===== config.mk =====
export PLATFORM = sky130hd
export DESIGN_NAME = euler_step_sequencer_flat
export DESIGN_NICKNAME = d
export VERILOG_FILES = /design/src/rtl/euler_step_sequencer_if.sv /design/src/rtl/euler_step_sequencer.sv /design/src/flat_wrapper.sv
export SDC_FILE = /design/constraint.sdc
export NUM_CORES = 1
export LEC_CHECK = 0
export ABC_AREA = 1
export BUFFER_PORTS_ARGS = -buffer_cell sky130_fd_sc_hd__buf_2
export CAP_MARGIN = 20
export CORE_MARGIN = 2
export CORE_UTILIZATION = 30
export DETAILED_ROUTE_END_ITERATION = 6
export PLACE_DENSITY = 0.53
export REMOVE_ABC_BUFFERS = 1
export SYNTH_ARGS = -nofsm -noshare
export SYNTH_HDL_FRONTEND = slang
export SYNTH_SLANG_ARGS = --single-unit

===== constraint.sdc =====
create_clock -name clk -period 1.4 [get_ports clk]
set_clock_uncertainty 0.05 [all_clocks]
set_input_delay 0.21 -clock clk [delete_from_list [all_inputs] [get_ports clk]]
set_output_delay 0.21 -clock clk [all_outputs]
set_load 0.03 [all_outputs]

===== src/rtl/euler_step_sequencer_if.sv =====
// Handshake bundle between the Euler step sequencer, its host and the Euler datapath.
// master = host/datapath side, slave = sequencer side.
interface euler_step_sequencer_if #(
  parameter int STEP_W = 6,
  parameter int VAR_W  = 4
);
  logic              start;
  logic              abort;
  logic [STEP_W-1:0] num_steps;
  logic [VAR_W-1:0]  num_vars;
  logic              eval_start;
  logic              eval_done;
  logic              upd_req;
  logic [VAR_W-1:0]  upd_idx;
  logic              upd_ack;
  logic [STEP_W-1:0] step_count;
  logic              busy;
  logic              done;
  logic              timeout;

  modport master (
    output start, abort, num_steps, num_vars, eval_done, upd_ack,
    input  eval_start, upd_req, upd_idx, step_count, busy, done, timeout
  );

  modport slave (
    input  start, abort, num_steps, num_vars, eval_done, upd_ack,
    output eval_start, upd_req, upd_idx, step_count, busy, done, timeout
  );
endinterface


===== src/rtl/euler_step_sequencer.sv =====
// Control FSM for an Euler run: per step, pulse the derivative evaluator, then
// request one datapath update per state variable; counts steps, aborts and times out.
module euler_step_sequencer #(
  parameter int STEP_W    = 6,
  parameter int VAR_W     = 4,
  parameter int TIMEOUT_W = 8
) (
  input logic                   clk,
  input logic                   rest_async,
  euler_step_sequencer_if.slave bus
);

  typedef enum logic [2:0] {
    S_IDLE, S_EVAL_REQ, S_EVAL_WAIT, S_UPD, S_STEP_END, S_DONE
  } state_t;

  // Counter value on the last permitted waiting cycle (limit - 1).
  localparam logic [TIMEOUT_W-1:0] WD_LAST = {{(TIMEOUT_W-1){1'b1}}, 1'b0};

  state_t                state_q, state_d;
  logic [STEP_W-1:0]     ns_q, ns_d;
  logic [VAR_W-1:0]      nv_q, nv_d;
  logic [STEP_W-1:0]     sc_q, sc_d;
  logic [VAR_W-1:0]      idx_q, idx_d;
  logic [TIMEOUT_W-1:0]  wd_q, wd_d;
  logic                  to_q, to_d;
  logic [STEP_W-1:0]     sc_inc;

  assign sc_inc = sc_q + STEP_W'(1);

  always_ff @(posedge clk or negedge rest_async) begin
    if (!rest_async) begin
      state_q <= S_IDLE;
      ns_q    <= '0;
      nv_q    <= '0;
      sc_q    <= '0;
      idx_q   <= '0;
      wd_q    <= '0;
      to_q    <= 1'b0;
    end else begin
      state_q <= state_d;
      ns_q    <= ns_d;
      nv_q    <= nv_d;
      sc_q    <= sc_d;
      idx_q   <= idx_d;
      wd_q    <= wd_d;
      to_q    <= to_d;
    end
  end

  always_comb begin
    state_d = state_q;
    ns_d    = ns_q;
    nv_d    = nv_q;
    sc_d    = sc_q;
    idx_d   = idx_q;
    wd_d    = wd_q;
    to_d    = to_q;
    // Abort outranks every other event, including a same-cycle timeout.
    if (bus.abort && state_q != S_IDLE) begin
      state_d = S_IDLE;
    end else begin
      case (state_q)
        S_IDLE: begin
          if (bus.start && !bus.abort) begin
            ns_d    = bus.num_steps;
            nv_d    = bus.num_vars;
            sc_d    = '0;
            to_d    = 1'b0;
            state_d = (bus.num_steps == '0) ? S_DONE : S_EVAL_REQ;
          end
        end
        S_EVAL_REQ: begin
          wd_d    = '0;
          state_d = S_EVAL_WAIT;
        end
        S_EVAL_WAIT: begin
          if (bus.eval_done) begin
            if (nv_q != '0) begin
              idx_d   = '0;
              wd_d    = '0;
              state_d = S_UPD;
            end else begin
              state_d = S_STEP_END;
            end
          end else if (wd_q == WD_LAST) begin
            to_d    = 1'b1;
            state_d = S_IDLE;
          end else begin
            wd_d = wd_q + TIMEOUT_W'(1);
          end
        end
        S_UPD: begin
          if (bus.upd_ack) begin
            wd_d = '0;
            if (idx_q == nv_q - VAR_W'(1)) begin
              state_d = S_STEP_END;
            end else begin
              idx_d = idx_q + VAR_W'(1);
            end
          end else if (wd_q == WD_LAST) begin
            to_d    = 1'b1;
            state_d = S_IDLE;
          end else begin
            wd_d = wd_q + TIMEOUT_W'(1);
          end
        end
        S_STEP_END: begin
          sc_d    = sc_inc;
          state_d = (sc_inc == ns_q) ? S_DONE : S_EVAL_REQ;
        end
        S_DONE: begin
          state_d = S_IDLE;
        end
        default: begin
          state_d = S_IDLE;
        end
      endcase
    end
  end

  assign bus.eval_start = (state_q == S_EVAL_REQ);
  assign bus.upd_req    = (state_q == S_UPD);
  assign bus.upd_idx    = idx_q;
  assign bus.step_count = sc_q;
  assign bus.busy       = (state_q != S_IDLE);
  assign bus.done       = (state_q == S_DONE);
  assign bus.timeout    = to_q;

endmodule


===== src/flat_wrapper.sv =====
// flat-port wrapper written by rule: the top's interface ports become plain ports
module euler_step_sequencer_flat 
#(
  parameter int STEP_W    = 6,
  parameter int VAR_W     = 4,
  parameter int TIMEOUT_W = 8
)
  (clk, rest_async, bus_start, bus_abort, bus_num_steps, bus_num_vars, bus_eval_done, bus_upd_ack, bus_eval_start, bus_upd_req, bus_upd_idx, bus_step_count, bus_busy, bus_done, bus_timeout);
  euler_step_sequencer_if #(.STEP_W(STEP_W), .VAR_W(VAR_W)) bus_i ();
  input logic clk;
  input logic rest_async;
  input wire logic [$bits(bus_i.start)-1:0] bus_start;
  input wire logic [$bits(bus_i.abort)-1:0] bus_abort;
  input wire logic [$bits(bus_i.num_steps)-1:0] bus_num_steps;
  input wire logic [$bits(bus_i.num_vars)-1:0] bus_num_vars;
  input wire logic [$bits(bus_i.eval_done)-1:0] bus_eval_done;
  input wire logic [$bits(bus_i.upd_ack)-1:0] bus_upd_ack;
  output wire logic [$bits(bus_i.eval_start)-1:0] bus_eval_start;
  output wire logic [$bits(bus_i.upd_req)-1:0] bus_upd_req;
  output wire logic [$bits(bus_i.upd_idx)-1:0] bus_upd_idx;
  output wire logic [$bits(bus_i.step_count)-1:0] bus_step_count;
  output wire logic [$bits(bus_i.busy)-1:0] bus_busy;
  output wire logic [$bits(bus_i.done)-1:0] bus_done;
  output wire logic [$bits(bus_i.timeout)-1:0] bus_timeout;
  assign bus_i.start = bus_start;
  assign bus_i.abort = bus_abort;
  assign bus_i.num_steps = bus_num_steps;
  assign bus_i.num_vars = bus_num_vars;
  assign bus_i.eval_done = bus_eval_done;
  assign bus_i.upd_ack = bus_upd_ack;
  assign bus_eval_start = bus_i.eval_start;
  assign bus_upd_req = bus_i.upd_req;
  assign bus_upd_idx = bus_i.upd_idx;
  assign bus_step_count = bus_i.step_count;
  assign bus_busy = bus_i.busy;
  assign bus_done = bus_i.done;
  assign bus_timeout = bus_i.timeout;
  euler_step_sequencer #(.STEP_W(STEP_W), .VAR_W(VAR_W), .TIMEOUT_W(TIMEOUT_W)) u_core (.clk(clk), .rest_async(rest_async), .bus(bus_i));
endmodule

* Yosys cells after proc, flatten, opt, wreduce, memory -nomap -nowiden
Index checks and enable logic that the tools add are counted.
** Word-level totals
- Logic and storage cells :: 74
- Register bits :: 32
** Cells by class
- Equal/unequal tests :: 18
- Add/sub/neg operators :: 4
- Bitwise operators :: 1
- Muxes and demuxes :: 27
- Reductions and logical operators :: 17
** Operators by type and width (number)
- $mux W8 :: 4
- $mux W3 :: 9
- $pmux W8 S3 :: 1
- $mux W4 :: 4
- $pmux W3 S5 :: 1
- $pmux W6 S2 :: 1
- $ne A2 B2 Y1 const B :: 5
- $reduce_and A3 Y1 :: 3
- $reduce_bool A3 Y1 :: 3
- $add A8 B1 Y8 const B :: 1
- $eq A8 B8 Y1 const B :: 1
- $pmux W4 S2 :: 1
- $add A6 B1 Y6 const B :: 1
- $eq A3 B2 Y1 const B :: 2
- $eq A3 B3 Y1 const B :: 2
- $eq A6 B6 Y1 :: 1
- $logic_not A6 Y1 :: 1
- $mux W6 :: 1
- $reduce_and A6 Y1 :: 1
- $reduce_and A5 Y1 :: 1
- $add A4 B1 Y4 const B :: 1
- $eq A4 B4 Y1 :: 1
- $mux W1 :: 4
- $ne A2 B1 Y1 const B :: 2
- other kinds (13) :: 15

* Logic depth before layout (Yosys ltp)
Gate-level depths: netlist (run 1).
- Depth after elaboration :: 6
- Gate-level depth with buffers :: 11
- Gate-level depth less buffers :: 11

* Worst setup path before layout (run 1)
OpenSTA, ideal clock, no wires.
- Path type :: reg-to-reg
- Start point :: register u_core.sc_q[0] (netlist: u_core.bus.step_count[0])
- End point :: register u_core.state_q[2]
- Data required time :: 1.279 ns
- Arrival time :: 1.450 ns
- Buffers on the path :: 0
- Library setup time :: 0.071 ns
- Slack :: -0.171 ns
- Period minus slack after synthesis :: 1.571 ns
- Stages on the path, launching flop included :: 12
- Cell sequence :: dfrtp_1 ha_1 inv_1 nand2_1 nand2_1 nand2_1 nand2_1 nor2_1 nand3_1 nor2_1 nor2_1 nor2_1
** Between the ends
- Word-level cells in the longest chain between the ends :: 5
** Ends and longest elaborated chain
- start: declaration :: line euler_step_sequencer.sv:23 : logic [STEP_W-1:0] sc_q, sc_d;
- start signal: assignment :: line euler_step_sequencer.sv:36 : sc_q <= '0;
- start signal: assignment :: line euler_step_sequencer.sv:44 : sc_q <= sc_d;
- $add A6 B1 Y6 :: line euler_step_sequencer.sv:29 : assign sc_inc = sc_q + STEP_W'(1);
- $eq A6 B6 Y1 :: line euler_step_sequencer.sv:110 : state_d = (sc_inc == ns_q) ? S_DONE : S_EVAL_REQ;
- $mux W3 :: line euler_step_sequencer.sv:110
- $pmux W3 S5 :: line euler_step_sequencer.sv:63 : case (state_q)
- $mux W3 :: line euler_step_sequencer.sv:60 : if (bus.abort && state_q != S_IDLE) begin
- end signal: assignment :: line euler_step_sequencer.sv:41 : state_q <= state_d;
- end: declaration :: line euler_step_sequencer.sv:20 : state_t state_q, state_d;
No other way between the ends.
A chain may end at the register's enable or synchronous reset.

* Worst setup path after layout (run 1)
- Start point :: register u_core.state_q[1]
- End point :: register u_core.idx_q[1] (netlist: u_core.bus.upd_idx[1])
** Between the ends
- Word-level cells in the longest chain between the ends :: 4
** Ends and longest elaborated chain
- branches (longest 4 deep; another with $reduce_and A6 Y1)
- end signal: assignment :: line euler_step_sequencer.sv:45 : idx_q <= idx_d;
- end: declaration :: line euler_step_sequencer.sv:24 : logic [VAR_W-1:0] idx_q, idx_d;
Parallel ways; which one is timed is not known.

==> results of run 1 <==
-- cell usage after synthesis (2+ instances only) --
library cell   n
nand4_1        7
dfrtp_1       32
xor2_1         5
nor2_4         4
o21ai_0       14
nand2_4        4
nor2_1        15
o22ai_1        7
nor3_4         2
nand3_1       27
o21ai_1       10
nor2_2         2
nor3_1         3
xnor2_1        3
inv_2          3
nand2_1       81
ha_1           6
inv_1         36
a21oi_1        7
-- per-layer routing --
metal  share of wire [%]  track usage (%)  up-vias
met3                 3.7             2.84       12
li1                    -                -     1102
met5                   0                0        -
met1                  46             22.8      994
met4                 2.4             6.11        0
met2                  48             25.0       40
-- timing repair --
action,4_1_cts,5_1_grt
setup endpoints to repair,30,37
buffers inserted,9,7
hold buffers,1,0
resized for setup,63,64
pin swaps,24,26
endpoints found under the hold margin,32,0
cloned,0,3
-- logic make-up (layout without fill, tap and decap cells) --
group / after synthesis / count (layout) / share of synthesized area [%]
xor+xnor: 8 / 8 / 3.39
buf+inv: 43 / 141 / 8.24
compound gates: 40 / 40 / 10.8
simple gates: 150 / 150 / 35.2
fa+ha+maj: 6 / 6 / 3.64
flops: 32 / 32 / 38.8
-- critical path, stage by stage (launching register included) --
cell and delay, ns:
dfrtp_1 0.41, buf_6 0.14, nand2_8 0.08, nor2_4 0.05, buf_6 0.13, nand2_4 0.06
o21ai_4 0.08, nor3_4 0.20, buf_4 0.16, nand4_1 0.09, nand2_1 0.07
-- area by class of cell --
class / instances / area, sq um / share of cell area [%]
clock buffers: 8 / 90.1 / 2.72
inverters: 41 / 174 / 5.24
multi-input cells: 204 / 1450 / 43.6
flip-flops and latches: 32 / 803 / 24.2
well taps: 80 / 100 / 3.02
repair buffers: 89 / 678 / 20.4
repair inverters: 3 / 23.8 / 0.717
-- flip-flops by register name, indices dropped and copies added (netlist names) --
register,cells
u_core.wd_q,8
u_core.bus.timeout,1
u_core.ns_q,6
u_core.nv_q,4
u_core.bus.step_count,6
u_core.bus.upd_idx,4
u_core.state_q,3
-- placed cells by master (no fill, tap or decap), drive strengths merged --
| master | n |
|---|---|
| buf | 88 |
| nand2 | 86 |
| inv | 41 |
| dfrtp | 32 |
| nand3 | 28 |
| o21ai | 25 |
| nor2 | 21 |
| clkbuf | 8 |
| nand4 | 7 |
| o22ai | 7 |
| a21oi | 7 |
| ha | 6 |
| xor2 | 5 |
| nor3 | 5 |
| xnor2 | 3 |
| clkinv | 3 |
| or2 | 1 |
| nand3b | 1 |
| o21bai | 1 |
| nor4 | 1 |
| dlygate4sd3 | 1 |
-- final timing paths --
path | startpoint | endpoint | slack (ns)
max in group asynchronous | rest_async | u_core.bus.step_count[2] | 0.53
min reg2reg | u_core.ns_q[1] | u_core.ns_q[1] | 0.46
min in group asynchronous | rest_async | u_core.bus.upd_idx[3] | 0.43
min | bus_num_vars[2] | u_core.nv_q[2] | 0.09
max | u_core.state_q[1] | u_core.bus.upd_idx[1] | -0.18
max reg2reg | u_core.state_q[1] | u_core.bus.upd_idx[1] | -0.18
-- power groups by stage --
stage	clock, mW	combinational, mW	sequential (mW)
final	0.768	3.00	1.30
after global routing	0.833	3.28	1.33
after CTS	0.794	2.58	1.29
after detailed placement	0	1.99	1.28
after global placement	0	1.97	1.28
after floorplan	0	1.16	1.34
-- stage by stage --
step	setup WS, ns	instances
floorplan	-0.172	277
global placement	-0.195	429
CTS	-0.137	447
finish	-0.184	457
detailed placement	-0.256	429
global route	-0.263	457
==> flow_metrics.tcl, run 1 <==
set metrics [dict create \
    via_per_inst 4.70 \
    dieArea_sq_um 7560 \
    yosys_warnings 0 \
    ys_seq_elements 32 \
    setup_violations 32 \
    synth_cell_types 30 \
    diodes 0 \
    crit_arrival_ns 1.77 \
    drc 0 \
    routedWlPerCell_um 13.3 \
    critPathMaxFanout 5 \
    p_comb_share_pct 59.2 \
    violations "setup timing" \
    dpl_cell_area_sq_um 2620 \
    critical_path_class "register to register" \
    final_area_sq_um 3320 \
    dr.pass1.iters 4 \
    swShare_pct 42.0 \
    crit_required_ns 1.58 \
    synth_top_area_share_pct 38.8 \
    cts_buffers 5 \
    drv_slew 0 \
    vias 2148 \
    globalRouteOverflowTotal 0 \
    cp-start-kind "register" \
    port_buffers 30 \
    grt_use_total_pct 16.3 \
    power_mw 5.06 \
    power_frac_seq_pct 25.7 \
    synth_top_area_cell "dfrtp_1" \
    synth.cell_area_sq_um 2060 \
    clockPowerShare_pct 15.2 \
    clk_pin_slew_ns 0.08 \
    p_int_mw 2.94 \
    cts.sinks 32 \
    tns_ns -3.07 \
    tightest_slew_ns 0.439 \
    worstSkewPairLatency_ns 0.29 \
    finalNetCount 398 \
    grt_pass1_vias 2067 \
    rows 30 \
    hp-class "input port to register" \
    syn2layout_area_growth_pct 60.7 \
    netlist_top_cells_area "dfrtp_1 (39%), nand2_1 (15%), inv_1 (6.5%), nand3_1 (6.5%), ha_1 (3.6%)" \
    seq_area_frac_synth_pct 38.8 \
    maxCapViolations 0 \
    endpoint_kind "register" \
    hpwl_um 3990 \
    p_leak_nw 1.63 \
    hold_violations 0 \
    holdWs_ns 0.0869 \
    gp_congestion 0.844 \
    p_sw_mw 2.13 \
    relSlewSlack_pct 70.7 \
    syn_area_per_cell_sq_um 7.40 \
    root_buffer "clkbuf_8" \
    antenna_found_initial 0 \
    die_w_um 87.0 \
    reg2reg_depth 10 \
    period_needed_ns 1.58 \
    h-tree-depth 2 \
    initial_core_util_pct 30.7 \
    finalWirelength_um 6080 \
    clk_path_buf_depth 2 \
    cts_tree "built" \
    final_core_utilization_pct 49.4 \
    fmax_mhz 631 \
    io-pin-count 31 \
    setup_ws_ns -0.184 \
    hold_path_depth 3 \
    ant_nets 0 \
    drive_gt1_share_pct 48.8 \
    pwr_density_cell_nw_per_um2 1530 \
    dieHeight_um 87.0 \
    fillers 620 \
    post-route-period-util_pct 113 \
    syn_inst 279 \
    grt_first_pass_wirelength_um 9670 \
    grt_max_degree 33 \
    async_flop_share_pct 100 \
    rsz0062_at_grt "yes" \
    synth-edff-count 0 \
    ys.flop_type "dfrtp_1" \
    status "finished, violations left" \
    coreArea_sq_um 6720 \
    drt_iter0_drc 72 \
    ir_drop_v 0.000664 \
]
(Power assumes the default switching activity.)
==> inputs of run 2 (changes only) <==
--- a/config.mk
+++ b/config.mk
@@ -6,8 +6,10 @@
 export NUM_CORES = 1
 export LEC_CHECK = 0
 export ABC_AREA = 1
+export ABC_CLOCK_PERIOD_IN_PS = 1400
 export BUFFER_PORTS_ARGS = -buffer_cell sky130_fd_sc_hd__buf_2
 export CAP_MARGIN = 20
+export CORE_ASPECT_RATIO = 1.2
 export CORE_MARGIN = 2
 export CORE_UTILIZATION = 30
 export DETAILED_ROUTE_END_ITERATION = 6
@@ -16,3 +18,4 @@
 export SYNTH_ARGS = -nofsm -noshare
 export SYNTH_HDL_FRONTEND = slang
 export SYNTH_SLANG_ARGS = --single-unit
+export TNS_END_PERCENT = 100
==> run 2 against run 1 <==
Compared with the run above:
- the run still ends with setup timing left
- clock-buffer cell count fell by 1
- combinational power rose by 8.7%
- non-clock buffer count rose by 10
- sequential power barely moved
- largest cell class unchanged
- largest power group unchanged
==> flow_metrics.tcl, run 2 (synthesis gave the netlist of run 1 again) <==
set metrics [dict create \
    rows 33 \
    largest_reg_flops 8 \
    power_frac_seq_pct 24.2 \
    crit_start "u_core.state_q[1]" \
    pwr_density_cell_nw_per_um2 1530 \
    root_buffer "clkbuf_8" \
    rsz0062_at_grt "yes" \
    globalRouteOverflowTotal 0 \
    swShare_pct 41.2 \
    crit_buf_inv 2 \
    fillers 617 \
    finalNetCount 405 \
    clk_path_buf_depth 2 \
    crit_arrival_ns 1.67 \
    drv_slew 0 \
    cts_buffers 5 \
    period_needed_ns 1.54 \
    slowest_stage "dfrtp_1" \
    grt_first_pass_wirelength_um 9760 \
    fmax_mhz 648 \
    grt_pass1_vias 2204 \
    grt_use_total_pct 16.4 \
    routedWlPerCell_um 13.0 \
    power_mw 5.35 \
    dr.pass1.iters 4 \
    cts_tree "built" \
    multiInputGateArea_sq_um 1510 \
    grt_max_degree 33 \
    critical_path_class "register to register" \
    cp-start-kind "register" \
    h-tree-depth 2 \
    post-route-period-util_pct 110 \
    drive_gt1_share_pct 53.5 \
    p_int_mw 3.15 \
    setup_violations 25 \
    coreArea_sq_um 6730 \
    endpoint_kind "register" \
    relSlewSlack_pct 69.4 \
    dieArea_sq_um 7560 \
    syn2layout_area_growth_pct 69.7 \
    path_cells "buf_6 > nand2_8 > nor2_4 > buf_6 > nand2_4 > o21ai_4 > nor3_4 > nand2_2 > nand2_1 > nand2_1" \
    hpwl_um 4140 \
    hold_violations 0 \
    hp-class "input port to register" \
    top_layer "met4" \
    die_w_um 79.7 \
    p_comb_share_pct 60.9 \
    gp_congestion 0.856 \
    ir_drop_v 0.000684 \
    clk_pin_slew_ns 0.07 \
    vias 2203 \
    r2r-start "u_core.state_q[1]" \
    critical_path.max_stage_delay_ns 0.41 \
    io-pin-count 31 \
    violations "setup timing" \
    crit_required_ns 1.53 \
    drc 0 \
    hp-start "bus_num_vars[2]" \
    placed_cells 442 \
    ant_nets 0 \
    dieHeight_um 94.9 \
    cts.sinks 32 \
    status "finished, violations left" \
    worstSkewPairLatency_ns 0.29 \
    finalNonFillerCells 470 \
    port_buffers 30 \
    wl_met3_um 197 \
    wl_met1_um 2560 \
    p_sw_mw 2.21 \
    diodes 0 \
    final_common_cell "nand2_1" \
    antenna_found_initial 0 \
    regMostFlops "u_core.wd_q" \
    maxCapViolations 0 \
    final_core_utilization_pct 52.1 \
    met2WireLength_um 3230 \
    regArea_sq_um 802 \
    crit_family "simple AND/OR/NAND/NOR gates" \
    via_per_inst 4.69 \
    drt_iter0_drc 71 \
    initial_core_util_pct 30.7 \
    p_leak_nw 1.69 \
    setup_ws_ns -0.143 \
    critPathMaxFanout 5 \
    clockPowerShare_pct 14.9 \
    finalWirelength_um 6100 \
    tightest_slew_ns 0.459 \
    layout_common_cells "nand2_1 (55), buf_4 (46), dfrtp_1 (31)" \
]
run 2: changes by cell type in the layout (fill, tap and decap cells not counted), sizes merged:
cell	before	now
clkinv	3	0
buf	88	97
run 2: metrics by stage:
step                      setup TNS [ns]  hold slack (ns)  worst slack (ns)  instance area [sq um]
after detailed placement           -2.70            0.235            -0.219                   2700
after global routing               -4.37           0.0813            -0.239                   3500
final                              -2.19           0.0833            -0.143                   3500
after floorplan                   -0.920           -0.136            -0.172                   2050
after global placement             -2.51            0.227            -0.190                   2700
after CTS                          -1.89           0.0736            -0.150                   3200
run 2: final cells by class:
cell class,instances,share of cell area (%)
Sequential cell,32,22.9
Multi-Input combinational cell,204,43.1
Inverter,41,4.82
Tap cell,87,3.11
Timing Repair Buffer,99,23.4
Clock buffer,7,2.75
run 2: tightest hold or removal path, stage by stage:
cell     delay, ns
buf_2         0.08
nand2_2       0.05
o21ai_2       0.04
run 2: routing by layer:
layer	GRT usage [%]	vias up
li1	-	1107
met1	20.0	1052
met2	29.8	34
met3	2.68	10
met4	4.45	0
met5	0	-
run 2: worst paths after layout:
| kind | depth (start not counted) | slack [ns] | end |
|---|---|---|---|
| min in group asynchronous | 3 | 0.44 | u_core.bus.upd_idx[0] |
| max reg2reg | 10 | -0.14 | u_core.bus.upd_idx[1] |
| max | 10 | -0.14 | u_core.bus.upd_idx[1] |
| min reg2reg | 2 | 0.49 | u_core.ns_q[4] |
| max in group asynchronous | 3 | 0.50 | u_core.wd_q[1] |
| min | 3 | 0.08 | u_core.nv_q[2] |
run 2: power groups by stage:
stage	registers, mW	logic, mW	clock network (mW)
2_1_floorplan	1.34	1.16	0
3_3_place_gp	1.28	2.06	0
3_5_place_dp	1.28	2.08	0
4_1_cts	1.28	2.78	0.820
5_1_grt	1.32	3.52	0.849
6_report	1.30	3.26	0.796
run 2: repair_timing:
action / CTS / global route
endpoints found under the hold margin: 32 / 0
cloned: 0 / 1
hold buffers: 1 / 0
setup endpoints to repair: 20 / 36
buffers inserted: 13 / 6
resized for setup: 71 / 74
pin swaps: 29 / 25
